## config.mk

```make
export PLATFORM = sky130hd
export DESIGN_NAME = if_prefetch_unit
export DESIGN_NICKNAME = d
export VERILOG_FILES = /design/src/rtl/cpu_pkg.sv /design/src/rtl/if_prefetch_unit_fetch_queue.sv /design/src/rtl/if_prefetch_unit.sv
export SDC_FILE = /design/constraint.sdc
export NUM_CORES = 1
export LEC_CHECK = 0
export ABC_AREA = 1
export CAP_MARGIN = 40
export CELL_PAD_IN_SITES_DETAIL_PLACEMENT = 1
export CELL_PAD_IN_SITES_GLOBAL_PLACEMENT = 1
export CORE_MARGIN = 1.5
export CORE_UTILIZATION = 42
export CTS_CLUSTER_DIAMETER = 50
export DETAILED_ROUTE_END_ITERATION = 10
export GPL_TIMING_DRIVEN = 0
export MAX_ROUTING_LAYER = met4
export PLACE_DENSITY = 0.81
export SETUP_SLACK_MARGIN = 0.4
export SLEW_MARGIN = 20
export SYNTH_ARGS = -nofsm -noshare
export SYNTH_HDL_FRONTEND = slang
export SYNTH_SLANG_ARGS = --single-unit
```

## constraint.sdc

```tcl
create_clock -name clk -period 12.98 [get_ports clk]
set_input_delay 1.298 -clock clk [delete_from_list [all_inputs] [get_ports clk]]
set_output_delay 1.298 -clock clk [all_outputs]
set_load 0.02 [all_outputs]
```

## src/rtl/cpu_pkg.sv

```systemverilog
// cpu_pkg: shared CPU widths, constants and the prefetch queue entry type
package cpu_pkg;
  localparam int XLEN = 32;
  localparam logic [XLEN-1:0] NOP_INSTR = 32'h0000_0013;
  localparam logic [XLEN-1:0] RESET_PC_DEFAULT = 32'h0000_0000;
  typedef struct packed {
    logic [XLEN-1:0] pc;
    logic [XLEN-1:0] instr;
    logic filled;
  } fetch_entry_t;
endpackage

```

## src/rtl/if_prefetch_unit_fetch_queue.sv

```systemverilog
// fetch_queue: circular prefetch buffer with in-order allocate, fill and pop plus a flush
module fetch_queue
  import cpu_pkg::*;
#(
  parameter int QDEPTH = 4,
  localparam int PW = $clog2(QDEPTH),
  localparam int CW = PW + 1
) (
  input  logic            clk,
  input  logic            reset,
  input  logic            i_flush,
  input  logic            i_alloc,
  input  logic [XLEN-1:0] i_alloc_pc,
  input  logic            i_fill,
  input  logic [XLEN-1:0] i_fill_instr,
  input  logic            i_pop,
  output logic            o_head_valid,
  output logic [XLEN-1:0] o_head_pc,
  output logic [XLEN-1:0] o_head_instr,
  output logic [CW-1:0]   o_count,
  output logic [CW-1:0]   o_pending
);
  fetch_entry_t r_q [QDEPTH];
  logic [PW-1:0] r_alloc_ptr, r_fill_ptr, r_head_ptr;
  logic [CW-1:0] r_count, r_pending;

  assign o_head_valid = (r_count != '0) && r_q[r_head_ptr].filled;
  assign o_head_pc    = r_q[r_head_ptr].pc;
  assign o_head_instr = r_q[r_head_ptr].instr;
  assign o_count      = r_count;
  assign o_pending    = r_pending;

  // entry storage, pointers and occupancy; flush drops everything but keeps stale data
  always_ff @(posedge clk or posedge reset) begin
    if (reset) begin
      for (int i = 0; i < QDEPTH; i++) r_q[i] <= '{pc: '0, instr: NOP_INSTR, filled: 1'b0};
      r_alloc_ptr <= '0;
      r_fill_ptr  <= '0;
      r_head_ptr  <= '0;
      r_count     <= '0;
      r_pending   <= '0;
    end else if (i_flush) begin
      for (int i = 0; i < QDEPTH; i++) r_q[i].filled <= 1'b0;
      r_alloc_ptr <= '0;
      r_fill_ptr  <= '0;
      r_head_ptr  <= '0;
      r_count     <= '0;
      r_pending   <= '0;
    end else begin
      if (i_alloc) begin
        r_q[r_alloc_ptr].pc     <= i_alloc_pc;
        r_q[r_alloc_ptr].filled <= 1'b0;
        r_alloc_ptr             <= r_alloc_ptr + 1'b1;
      end
      if (i_fill) begin
        r_q[r_fill_ptr].instr  <= i_fill_instr;
        r_q[r_fill_ptr].filled <= 1'b1;
        r_fill_ptr             <= r_fill_ptr + 1'b1;
      end
      if (i_pop) r_head_ptr <= r_head_ptr + 1'b1;
      r_count   <= r_count + CW'(i_alloc) - CW'(i_pop);
      r_pending <= r_pending + CW'(i_alloc) - CW'(i_fill);
    end
  end
endmodule

```

## src/rtl/if_prefetch_unit.sv

```systemverilog
// if_prefetch_unit: in-order instruction fetch with prefetch queue; IF_PREFETCH_PERF_EN adds perf counters
module if_prefetch_unit #(
  parameter int XLEN = cpu_pkg::XLEN,
  parameter logic [XLEN-1:0] RESET_PC = cpu_pkg::RESET_PC_DEFAULT,
  parameter int QDEPTH = 4
) (
  input  logic            clk,
  input  logic            reset,
  output logic            o_imem_req,
  output logic [XLEN-1:0] o_imem_addr,
  input  logic            i_imem_gnt,
  input  logic            i_imem_rvalid,
  input  logic [XLEN-1:0] i_imem_rdata,
  input  logic            i_redirect_valid,
  input  logic [XLEN-1:0] i_redirect_pc,
  output logic            o_pipe_valid,
  output logic [XLEN-1:0] o_pipe_PC,
  output logic [XLEN-1:0] o_pipe_Instruction,
  input  logic            i_pipe_stall
`ifdef IF_PREFETCH_PERF_EN
  ,
  output logic [31:0]     o_perf_fetched,
  output logic [31:0]     o_perf_killed
`endif
);
  import cpu_pkg::*;
  localparam int CW = $clog2(QDEPTH) + 1;

  logic [XLEN-1:0] r_pc;
  logic [CW-1:0]   r_kill_cnt;
  logic [CW-1:0]   w_count, w_pending, w_kill_next;
  logic            w_alloc, w_fill, w_kill, w_pop, w_absorb, w_head_valid;
  logic            w_unused;

  assign w_unused     = ^i_redirect_pc[1:0];
  assign o_imem_req   = !reset && !i_redirect_valid && (w_count < CW'(QDEPTH));
  assign o_imem_addr  = r_pc;
  assign w_alloc      = o_imem_req && i_imem_gnt;
  assign w_kill       = i_imem_rvalid && (r_kill_cnt != '0);
  assign w_fill       = i_imem_rvalid && !w_kill && (w_pending != '0) && !i_redirect_valid;
  assign w_pop        = w_head_valid && !i_pipe_stall && !i_redirect_valid;
  assign w_absorb     = i_imem_rvalid && ((r_kill_cnt != '0) || (w_pending != '0));
  assign w_kill_next  = i_redirect_valid ? r_kill_cnt + w_pending - CW'(w_absorb)
                                         : r_kill_cnt - CW'(w_kill);
  assign o_pipe_valid = w_head_valid;

  fetch_queue #(.QDEPTH(QDEPTH)) u_queue (
    .clk          (clk),
    .reset        (reset),
    .i_flush      (i_redirect_valid),
    .i_alloc      (w_alloc),
    .i_alloc_pc   (r_pc),
    .i_fill       (w_fill),
    .i_fill_instr (i_imem_rdata),
    .i_pop        (w_pop),
    .o_head_valid (w_head_valid),
    .o_head_pc    (o_pipe_PC),
    .o_head_instr (o_pipe_Instruction),
    .o_count      (w_count),
    .o_pending    (w_pending)
  );

  // next fetch address and count of stale responses still owed by memory
  always_ff @(posedge clk or posedge reset) begin
    if (reset) begin
      r_pc       <= RESET_PC;
      r_kill_cnt <= '0;
    end else begin
      r_pc       <= i_redirect_valid ? {i_redirect_pc[XLEN-1:2], 2'b00} : w_alloc ? r_pc + XLEN'(4) : r_pc;
      r_kill_cnt <= w_kill_next;
    end
  end

`ifdef IF_PREFETCH_PERF_EN
  logic [31:0] r_perf_fetched, r_perf_killed;
  assign o_perf_fetched = r_perf_fetched;
  assign o_perf_killed  = r_perf_killed;
  // delivered instructions, and responses or entries thrown away
  always_ff @(posedge clk or posedge reset) begin
    if (reset) begin
      r_perf_fetched <= '0;
      r_perf_killed  <= '0;
    end else begin
      r_perf_fetched <= r_perf_fetched + 32'(w_pop);
      r_perf_killed  <= r_perf_killed + 32'(w_kill) + (i_redirect_valid ? 32'(w_count) : 32'd0);
    end
  end
`endif
endmodule
```

==> results of run 1 <==
-- cell usage after synthesis, types with 2 or more instances --
library cell / count / area, um^2
sky130_fd_sc_hd__buf_4: 8 / 60.1
sky130_fd_sc_hd__inv_2: 4 / 15.0
sky130_fd_sc_hd__o21ai_0: 212 / 1060
sky130_fd_sc_hd__nor2_1: 186 / 698
sky130_fd_sc_hd__nand2_1: 586 / 2200
sky130_fd_sc_hd__nor2_4: 2 / 22.5
sky130_fd_sc_hd__dfrtp_1: 285 / 7130
sky130_fd_sc_hd__o21a_1: 112 / 841
sky130_fd_sc_hd__a22oi_1: 15 / 113
sky130_fd_sc_hd__and2_1: 2 / 12.5
sky130_fd_sc_hd__inv_1: 72 / 270
sky130_fd_sc_hd__xnor2_1: 5 / 43.8
sky130_fd_sc_hd__or2_2: 2 / 12.5
sky130_fd_sc_hd__xor2_1: 8 / 70.1
sky130_fd_sc_hd__ha_1: 18 / 225
sky130_fd_sc_hd__o22ai_1: 64 / 400
sky130_fd_sc_hd__nor3_1: 3 / 15.0
sky130_fd_sc_hd__a21oi_1: 3 / 15.0
sky130_fd_sc_hd__clkbuf_1: 65 / 244
sky130_fd_sc_hd__buf_2: 38 / 190
sky130_fd_sc_hd__o21ai_1: 3 / 15.0
sky130_fd_sc_hd__nand3_1: 47 / 235
sky130_fd_sc_hd__o31ai_1: 2 / 15.0
sky130_fd_sc_hd__a21boi_0: 2 / 15.0
sky130_fd_sc_hd__fa_1: 3 / 60.1
sky130_fd_sc_hd__o211ai_1: 4 / 30.0
sky130_fd_sc_hd__dfstp_2: 12 / 315
-- layout make-up --
| cell class | instances | share of cell area |
|---|---|---|
| Clock inverter | 15 | 0.00973 |
| Tap cell | 448 | 0.0311 |
| Clock buffer | 54 | 0.0641 |
| Sequential cell | 297 | 0.414 |
| Buffer | 113 | 0.0279 |
| Timing Repair Buffer | 164 | 0.0941 |
| Multi-Input combinational cell | 1290 | 0.343 |
| Inverter | 76 | 0.0163 |
-- per-layer routing --
metal  wire (um)  vias to the layer above  share of wire  GRT usage
met5           0                        -              0          -
met4        1750                        0          0.034      0.109
met3        2590                      113          0.051     0.0397
met2       25400                      395           0.50      0.514
met1       21400                     6897           0.42      0.369
li1            -                     6194              -          -
-- worst reg2reg max path, cell delays in order, from the launching register on --
cell	delay [ns]
sky130_fd_sc_hd__dfrtp_1	0.40
sky130_fd_sc_hd__inv_1	0.08
sky130_fd_sc_hd__nand4_2	0.11
sky130_fd_sc_hd__buf_4	0.23
sky130_fd_sc_hd__clkbuf_1	0.52
sky130_fd_sc_hd__ha_1	0.35
sky130_fd_sc_hd__inv_1	0.06
sky130_fd_sc_hd__ha_1	0.13
sky130_fd_sc_hd__inv_1	0.05
sky130_fd_sc_hd__fa_1	0.37
sky130_fd_sc_hd__xor2_1	0.19
sky130_fd_sc_hd__nor2_1	0.05
-- where the power goes --
group          internal [mW]  switching (mW)  total (mW)
combinational          0.301           0.347       0.648
clock                  0.683           0.424        1.11
sequential              1.08           0.102        1.19
-- worst max path at each step --
| stage | from | slack (ns) | endpoint | cells after the start |
|---|---|---|---|---|
| 6_report | i_redirect_valid | 7.98 | o_imem_req | 5 |
| 2_1_floorplan | reset | 3.31 | u_queue.o_count[2] | 11 |
| 5_1_grt | i_redirect_valid | 7.85 | o_imem_req | 5 |
| 3_5_place_dp | i_redirect_valid | 7.98 | o_imem_req | 5 |
| 4_1_cts | i_redirect_valid | 7.95 | o_imem_req | 5 |
| 3_3_place_gp | reset | -0.81 | u_queue.o_pending[2] | 12 |
-- cells in the final DEF, fill, tap and decap left out, types with 3 or more instances in the layout --
master,netlist,layout
sky130_fd_sc_hd__xor2_1,8,8
sky130_fd_sc_hd__clkinvlp_4,0,4
sky130_fd_sc_hd__o21ai_1,3,3
sky130_fd_sc_hd__inv_2,4,4
sky130_fd_sc_hd__o21ai_0,212,212
sky130_fd_sc_hd__a22oi_1,15,15
sky130_fd_sc_hd__fa_1,3,3
sky130_fd_sc_hd__o22ai_1,64,64
sky130_fd_sc_hd__clkbuf_1,65,70
sky130_fd_sc_hd__clkinv_2,0,4
sky130_fd_sc_hd__nor2_1,186,186
sky130_fd_sc_hd__ha_1,18,18
sky130_fd_sc_hd__bufinv_16,0,3
sky130_fd_sc_hd__clkbuf_8,0,8
sky130_fd_sc_hd__nor3_1,3,3
sky130_fd_sc_hd__clkbuf_16,0,41
sky130_fd_sc_hd__nand3_1,47,47
sky130_fd_sc_hd__buf_16,0,3
sky130_fd_sc_hd__xnor2_1,5,5
sky130_fd_sc_hd__dfstp_2,12,12
sky130_fd_sc_hd__buf_4,8,8
sky130_fd_sc_hd__conb_1,1,4
sky130_fd_sc_hd__dfrtp_1,285,285
sky130_fd_sc_hd__inv_1,72,71
sky130_fd_sc_hd__o21a_1,112,112
sky130_fd_sc_hd__buf_2,38,38
sky130_fd_sc_hd__o211ai_1,4,4
sky130_fd_sc_hd__clkdlybuf4s50_1,0,161
sky130_fd_sc_hd__a21oi_1,3,3
sky130_fd_sc_hd__nand2_1,586,586
-- registers in the layout, indices dropped and copies added (netlist names) --
register	cells
u_queue.o_count	3
o_imem_addr	30
u_queue.r_head_ptr	2
u_queue.o_pending	3
u_queue.r_q	252
u_queue.r_fill_ptr	2
r_kill_cnt	3
u_queue.r_alloc_ptr	2
-- kinds of logic after synthesis --
| logic type | share of synthesized area |
|---|---|
| adder cells (fa/ha/maj) | 0.0198 |
| AND/OR/NAND/NOR | 0.226 |
| AO/OA/AOI/OAI | 0.175 |
| flip-flops | 0.517 |
| buffers and inverters | 0.0547 |
| other | 0.000260 |
| XOR/XNOR | 0.00791 |
-- through the flow --
stage / setup WS (ns) / cell area [um^2] / utilization / hold WS [ns] / setup TNS [ns]
floorplan: 3.31 / 14400 / - / 0.444 / 0
global placement: -0.812 / 16600 / 0.493 / 0.455 / -217.15
detailed placement: 7.98 / 16700 / 0.496 / 0.460 / 0
CTS: 7.95 / 18000 / 0.536 / 0.471 / 0
global route: 7.85 / 18000 / 0.536 / 0.485 / 0
finish: 7.98 / 18000 / 0.536 / 0.472 / 0
==> qor.yml, run 1 <==
fin_worst_skew_ns: 0.0153
grt_start_max_net_pins: 96
die_h_um: 188
dominantRegCellSynth: "sky130_fd_sc_hd__dfrtp_1"
starting_utilization_of_the_core_area: 0.428
fp.dieArea_um2: 35400
postCtsResizedCells: 0
power_density_nw_per_um2: 163
cts.repair_timing.setup_buffer_count: 0
multi_input_gate_area_in_the_final_layout_um2: 6180
placementRows: 67
rsz0062_at_grt: "no"
syn_avg_cell_area_um2: 8.12
worst_skew_pair.late_latency_ns: 0.53
io_pins: 168
path_cells: "clkdlybuf4s50_1 -> clkbuf_1 -> clkbuf_1 -> nor3_1 -> clkdlybuf4s50_1"
critical_path_data_required_time_ns: 11.68
htree_num_levels: 2
cts_max_path_buffers: 3
power.total_mw: 2.94
mappedNetlistArea_um2: 14400
min-delay-path-class: "flop to flop"
synth.lib_cells_used.distinct: 37
crit_type: "input pin to output port"
number_of_antenna_violations_at_the_first_check_in_global_routing: 0
synth_sequential_area_ratio: 0.517
hp-start: "u_queue.r_q[158]"
final-max-slew-violation-count: 0
first_pass_iters: 5
clock_sinks: 297
critPathMaxStageDelay_ns: 0.67
drt_iter0_drc: 792
coreArea_um2: 33600
fillers: 4015
layout.cells.non_filler: 2457
timing.final.hold_violations: 0
status: "complete, no violations"
n_antenna_cell: 0
cts_tree: "done"
cts.root.buffer_cell: "sky130_fd_sc_hd__clkbuf_16"
io_buffer_count: 161
timing.final.setup_violations: 0
synth_edf_count: 0
worst_path_dominant_cell_family: "buffers and inverters"
total_leakage_power_nw: 8.58
fin_nets: 2071
gpl.final_weighted_congestion: 0.880
hold_buffers: 0
cts_inserted_buffers: 38
category_of_the_worst_setup_path_capture_point: "output port"
fmax_mhz: 200
period_share: 0.385
finalWirelength_um: 51100
final_layout_size_suffix_gt1_frac: 0.0702
viasPerCell: 5.53
r2r.worst_path.cells: 11
measured_slew_at_the_worst_slew_check_pin_ns: 0.833
areaGrowthSynthToFinish_pct: 25.0
vdd_drop_max_uv: 91.5
grt_pass1_wl_um: 81300
worst_hold_path.num_cells: 2
worst_hold_path.endpoint: "u_queue.r_q[158]"
worst_setup_slack_for_register_to_register_paths_ns: 10.31
area.sequential_um2: 7450
antenna_violating_nets_post_route: 0
reg2reg_from: "u_queue.o_count[2]"
syn_inst: 1773
grt_util_all_layers: 0.303
max_cap_violations: 0
dieWidth_um: 188
slew_headroom: 0.445
dr_total_vias: 13599
yosys_warnings: 0
place_inst: 2388
path_max_fanout: 10
drt_drc_violations_left: 0
place.detailed.hpwl_um: 35900
grt_pass1_vias: 14628
critical_path_buf_inv_count: 4
postSynthRegisterBits: 297
critical_path.slowest_cell: "sky130_fd_sc_hd__clkdlybuf4s50_1"
finalCriticalPeriod_ns: 5.00
clock_slew_seen_by_the_registers_of_the_worst_setup_and_hold_paths_ns: 0.05
cp.arrival_ns: 3.70
setup.worst_path.start_class: "input pin"
wl_per_cell_um: 20.8
overflow: 0
r2r_end: "u_queue.o_pending[2]"
postSynth.asyncResetShare: 1.00
Power figures use the tool's default switching activity.
==> run 2, diff against run 1 <==
- CORE_UTILIZATION: 42 -> 38
- PLACE_DENSITY: 0.81 -> 0.77
- clock period: 12.98 -> 4.2 ns (I/O delays scaled with it)
==> run 2 against run 1 <==
Clock skew hardly changed. Global-route usage is 2.2 points lower. Critical path type is now flop to output port. Combinational power rose to 3.1 times the previous value. Hold slack worse by 0.15 ns. First-iteration DRC count decreased by 1.9%. Sequential power grew to 3.1 times the previous value.
==> qor.yml, run 2 (synthesis gave the netlist of run 1 again) <==
reg2reg_from: "u_queue.r_head_ptr[0]"
detail_route.wirelength.met1_um: 22500  # +5.3%
uppermost_layer_routed: "met4"
starting_utilization_of_the_core_area: 0.384  # -0.0442
hold_slack_ns: 0.321  # -0.151 ns
power_density_nw_per_um2: 506  # +210%
crit_type: "flop to output port"
dieWidth_um: 198  # +5.0%
mostFrequentLayoutCell: "sky130_fd_sc_hd__nand2_1"
finalWirelength_um: 52100  # +1.9%
setup.worst_path.start_class: "flop"
register_with_the_most_flip_flops: "u_queue.r_q"
max_cap_violations: 0  # unchanged
final-max-slew-violation-count: 0  # unchanged
fin_ws_ns: 0.548  # -7.43 ns
min-delay-path-class: "input pin to async pin"
areaGrowthSynthToFinish_pct: 28.3
period_share: 0.870
clock_slew_seen_by_the_registers_of_the_worst_setup_and_hold_paths_ns: 0.06  # about the same
fp.dieArea_um2: 39100  # +10%
most-common-layout-cells: "586 x sky130_fd_sc_hd__nand2_1, 285 x sky130_fd_sc_hd__dfrtp_1, 212 x sky130_fd_sc_hd__o21ai_0, 186 x sky130_fd_sc_hd__nor2_1, 161 x sky130_fd_sc_hd__clkdlybuf4s50_1"
fin_worst_skew_ns: 0.0148  # -0.000496 ns
worst_skew_pair.late_latency_ns: 0.55  # +0.02 ns
measured_slew_at_the_worst_slew_check_pin_ns: 0.871  # +0.0380 ns
cts.root.buffer_cell: "sky130_fd_sc_hd__clkbuf_16"
final_design_area_no_fill_um2: 18500  # +2.7%
grt_pass1_wl_um: 81700  # +0.58%
status: "complete, no violations"
wl_per_cell_um: 20.6  # -1.3%
placed_area_um2: 17000  # +2.2%
total_length_of_routed_met2_wires_um: 25300  # -0.34%
rsz0062_at_grt: "no"
wl_met3_um: 2700  # +4.3%
fmax_mhz: 274
drt_drc_violations_left: 0  # unchanged
coreArea_um2: 37500  # +12%
cts_max_path_buffers: 3  # unchanged
largest_reg_flops: 252  # unchanged
cts_tree: "done"
finalCriticalPeriod_ns: 3.65
viasPerCell: 5.32  # -4.0%
fin_nets: 2082  # +0.53%
cp.arrival_ns: 3.23  # -0.47 ns
clock_sinks: 297  # unchanged
cts_inserted_buffers: 42  # +11%
htree_num_levels: 2  # unchanged
gpl.final_weighted_congestion: 0.870  # -1.1%
overflow: 0  # unchanged
worst_setup_slack_for_register_to_register_paths_ns: 1.50  # -8.81 ns
first_pass_iters: 4  # -1
die_h_um: 198  # +5.0%
r2r_end: "u_queue.o_count[1]"
grt_util_all_layers: 0.281  # -0.0218
drt_iter0_drc: 777  # -1.9%
timing.final.hold_violations: 0  # unchanged
hold_buffers: 0  # unchanged
category_of_the_worst_setup_path_capture_point: "output port"
io_pins: 168  # unchanged
final_layout_size_suffix_gt1_frac: 0.0890  # +0.0188
finalCoreUtilization: 0.493  # -0.0426
grt_pass1_vias: 14653  # +0.17%
antenna_violating_nets_post_route: 0  # unchanged
critical_path_data_required_time_ns: 3.78  # -7.90 ns
path_max_fanout: 10  # unchanged
grt_start_max_net_pins: 35  # -64%
placementRows: 71  # +6.0%
timing.final.setup_violations: 0  # unchanged
number_of_antenna_violations_at_the_first_check_in_global_routing: 1  # +1
place.detailed.hpwl_um: 36800  # +2.5%
slew_headroom: 0.419  # -0.0254
r2r.worst_path.cells: 14  # +3
vdd_drop_max_uv: 254  # +180%
total_leakage_power_nw: 8.74  # +1.9%
dr_total_vias: 13474  # -0.92%
io_buffer_count: 161  # unchanged
place_ws_ns: 0.494  # -7.49 ns
## run 2: cell types whose count changed in the layout (fill, tap and decap cells not counted), moves of 6 or more
cell and change:
sky130_fd_sc_hd__buf_12 +9, sky130_fd_sc_hd__clkbuf_1 -13, sky130_fd_sc_hd__inv_1 -6, sky130_fd_sc_hd__clkbuf_2 +12, sky130_fd_sc_hd__buf_2 -11, sky130_fd_sc_hd__buf_6 +13
## run 2: how the worst max path moves through the flow
stage,start,end,slack [ns]
global route,u_queue.r_head_ptr[0],o_pipe_Instruction[9],0.43
floorplan,reset,u_queue.o_count[1],-2.40
detailed placement,reset,u_queue.o_pending[1],0.49
CTS,u_queue.r_head_ptr[0],o_pipe_PC[20],0.42
global placement,reset,u_queue.o_count[1],-5.34
finish,u_queue.r_head_ptr[0],o_pipe_Instruction[0],0.55
## run 2: area by class of cell
cell class | instances | area [um^2]
Antenna cell | 1 | 2.50
Buffer | 113 | 616
Clock buffer | 53 | 1190
Clock inverter | 23 | 249
Fill cell | 4514 | 19000
Inverter | 76 | 292
Multi-Input combinational cell | 1290 | 6230
Sequential cell | 297 | 7450
Tap cell | 511 | 639
Timing Repair Buffer | 171 | 1820
## run 2: layer usage
metal / vias up / GRT usage
met5: - / -
met4: 0 / 0.0975
met3: 80 / 0.0430
met2: 365 / 0.468
met1: 6806 / 0.348
li1: 6223 / -
## run 2: power breakdown
group | total [mW] | internal, mW | switching, mW
sequential | 3.65 | 3.35 | 0.304
clock | 3.66 | 2.22 | 1.44
combinational | 2.03 | 0.953 | 1.08
total | 9.35 | 6.52 | 2.83
## run 2: metrics by stage
step	std cells	TNS, ns	power, mW
2_1_floorplan	1776	-323.81	4.79
3_3_place_gp	2448	-1488.45	5.61
3_5_place_dp	2458	0	5.72
4_1_cts	2534	0	9.41
5_1_grt	2535	0	9.75
6_report	2535	0	9.35
## run 2: critical path, stage by stage, from the launching register on
cell	delay, ns
sky130_fd_sc_hd__dfrtp_1	0.34
sky130_fd_sc_hd__buf_2	0.26
sky130_fd_sc_hd__clkbuf_1	0.52
sky130_fd_sc_hd__clkbuf_1	0.55
sky130_fd_sc_hd__nor2_1	0.09
sky130_fd_sc_hd__o22ai_1	0.25
sky130_fd_sc_hd__clkdlybuf4s50_1	0.66
## run 2: what timing repair did
item | CTS | global route
gates resized for setup | 1 | 14
setup buffers | 0 | 0
setup endpoints to repair | 2 | 16
==> run 3, diff against run 2 <==
- CORE_MARGIN: 1.5 -> 10
==> run 3 against run 2 <==
Die area rose by 18%. Sequential power barely moved. Setup slack got worse by 0.032 ns. Largest cell class unchanged. Clock power fell by 1%. Global-route usage fell by 4.2 points. Clock skew rose by 0.013 ns. Routed wire length rose by 2.9%. Sequential cell count did not move. Sequential share of layout area rose by 0.085 points. Critical path depth rose by 1.
==> qor.yml, run 3 (synthesis gave the netlist of run 1 again) <==
fp.dieArea_um2: 46100  # +18%
starting_utilization_of_the_core_area: 0.384  # unchanged
grt_start_max_net_pins: 33  # -5.7%
power.total_mw: 9.33  # -0.21%
dr_total_vias: 13378  # -0.71%
first_pass_iters: 6  # +2
max_cap_violations: 0  # unchanged
critical_path_data_required_time_ns: 3.78  # about the same
critPathMaxStageDelay_ns: 0.68  # +0.02 ns
drt_drc_violations_left: 0  # unchanged
critical_path.slowest_cell: "sky130_fd_sc_hd__clkdlybuf4s50_1"
cts_tree: "done"
clock_sinks: 297  # unchanged
fin_worst_skew_ns: 0.0275  # +0.0127 ns
clock_slew_seen_by_the_registers_of_the_worst_setup_and_hold_paths_ns: 0.06  # about the same
category_of_the_worst_setup_path_capture_point: "output port"
fin_nets: 2082  # unchanged
fillers: 4525  # +0.24%
measured_slew_at_the_worst_slew_check_pin_ns: 0.809  # -0.0614 ns
cts.repair_timing.setup_buffer_count: 0  # unchanged
register_with_the_most_flip_flops: "u_queue.r_q"
coreArea_um2: 37500  # unchanged
mostFrequentLayoutCell: "sky130_fd_sc_hd__nand2_1"
postCtsResizedCells: 3  # +2
crit_type: "flop to output port"
fmax_mhz: 271  # -0.87%
cts_max_path_buffers: 3  # unchanged
viasPerCell: 5.28  # -0.71%
die_h_um: 215  # +8.6%
power_density_nw_per_um2: 506  # about the same
htree_num_levels: 2  # unchanged
placementRows: 71  # unchanged
multi_input_gate_area_in_the_final_layout_um2: 6230  # unchanged
cts_inserted_buffers: 42  # unchanged
overflow: 0  # unchanged
timing.final.hold_violations: 0  # unchanged
gpl.final_weighted_congestion: 0.831  # -4.4%
final_layout_size_suffix_gt1_frac: 0.0884  # -0.000538
largest_reg_flops: 252  # unchanged
io_pins: 168  # unchanged
cell_occurring_most_often_along_the_worst_timing_path: "sky130_fd_sc_hd__buf_2"
worst_skew_pair.late_latency_ns: 0.57  # +0.02 ns
dieWidth_um: 215  # +8.6%
cts.root.buffer_cell: "sky130_fd_sc_hd__clkbuf_16"
io_buffer_count: 161  # unchanged
rsz0062_at_grt: "no"
grt_util_all_layers: 0.239  # -0.0422
final-max-slew-violation-count: 0  # unchanged
grt_pass1_wl_um: 84500  # +3.4%
period_share: 0.877  # +0.00764
hold_buffers: 0  # unchanged
areaGrowthSynthToFinish_pct: 28.1
antenna_violating_nets_post_route: 0  # unchanged
wl_per_cell_um: 21.1  # +2.9%
area.sequential_um2: 7450  # unchanged
drt_iter0_drc: 715  # -8.0%
finalCriticalPeriod_ns: 3.68  # +0.0321 ns
vdd_drop_max_uv: 251  # -1.4%
timing.final.setup_violations: 0  # unchanged
min-delay-path-class: "input pin to async pin"
slew_headroom: 0.460  # +0.0409
path_max_fanout: 10  # unchanged
cp.arrival_ns: 3.26  # +0.03 ns
finalWirelength_um: 53600  # +2.9%
number_of_antenna_violations_at_the_first_check_in_global_routing: 0  # -1
setup.worst_path.start_class: "flop"
setup-tns-final_ns: 0  # unchanged
n_antenna_cell: 0  # -1
grt_pass1_vias: 14876  # +1.5%
most-common-layout-cells: "586 x sky130_fd_sc_hd__nand2_1, 285 x sky130_fd_sc_hd__dfrtp_1, 212 x sky130_fd_sc_hd__o21ai_0, 186 x sky130_fd_sc_hd__nor2_1, 161 x sky130_fd_sc_hd__clkdlybuf4s50_1"
path_cells: "buf_2 -> inv_1 -> buf_2 -> clkbuf_1 -> o21ai_0 -> o22ai_1 -> clkdlybuf4s50_1"
total_leakage_power_nw: 8.72  # -0.29%
place.detailed.hpwl_um: 38700  # +5.1%
status: "complete, no violations"
run 3: critical path: cells and delay by family (launching register included):
| kind | cells | cell delay, ns |
|---|---|---|
| buffers and inverters | 5 | 1.81 |
| flip-flops | 1 | 0.37 |
| AO/OA/AOI/OAI | 2 | 0.50 |
run 3: final timing paths:
kind | start | endpoint | slack, ns | depth (start not counted)
worst max register to register | u_queue.r_head_ptr[0] | u_queue.o_count[1] | 1.48 | 14
max in group asynchronous | reset | u_queue.r_q[25] | 2.79 | 6
min in group clk | i_redirect_pc[14] | o_imem_addr[14] | 0.42 | 3
worst min register to register | u_queue.r_q[135] | u_queue.r_q[135] | 0.47 | 2
worst max-delay path | u_queue.r_head_ptr[0] | o_pipe_PC[20] | 0.52 | 7
worst min-delay path | reset | u_queue.r_q[202] | 0.23 | 2
run 3: final cells by class:
type                    count  share of cell area
flip-flops and latches    297               0.404
multi-input cells        1290               0.338
repair buffers            171              0.0982
clock buffers              53              0.0626
well taps                 511              0.0347
plain buffers             113              0.0333
inverters                  76              0.0158
clock inverters            24              0.0138
run 3: metal layers:
metal / vias to the layer above / wire, um / GRT usage / part of all wire
li1: 6218 / - / - / -
met1: 6763 / 23400 / 0.286 / 0.44
met2: 302 / 26300 / 0.398 / 0.49
met3: 95 / 2040 / 0.0334 / 0.038
met4: 0 / 1910 / 0.0981 / 0.036
met5: - / 0 / - / 0
run 3: power by group:
part	internal [mW]	switching (mW)
Combinational	0.953	1.11
Sequential	3.35	0.305
Clock	2.17	1.45
run 3: metrics by stage:
stage	cell area, um^2	cells	hold slack, ns	setup slack (ns)	utilization
3_3_place_gp	16800	2448	0.454	-5.35	0.449
5_1_grt	18400	2535	0.262	0.432	0.492
6_report	18400	2535	0.232	0.516	0.492
4_1_cts	18400	2535	0.226	0.417	0.492
3_5_place_dp	17000	2458	0.461	0.519	0.454
2_1_floorplan	14600	1776	0.444	-2.40	-
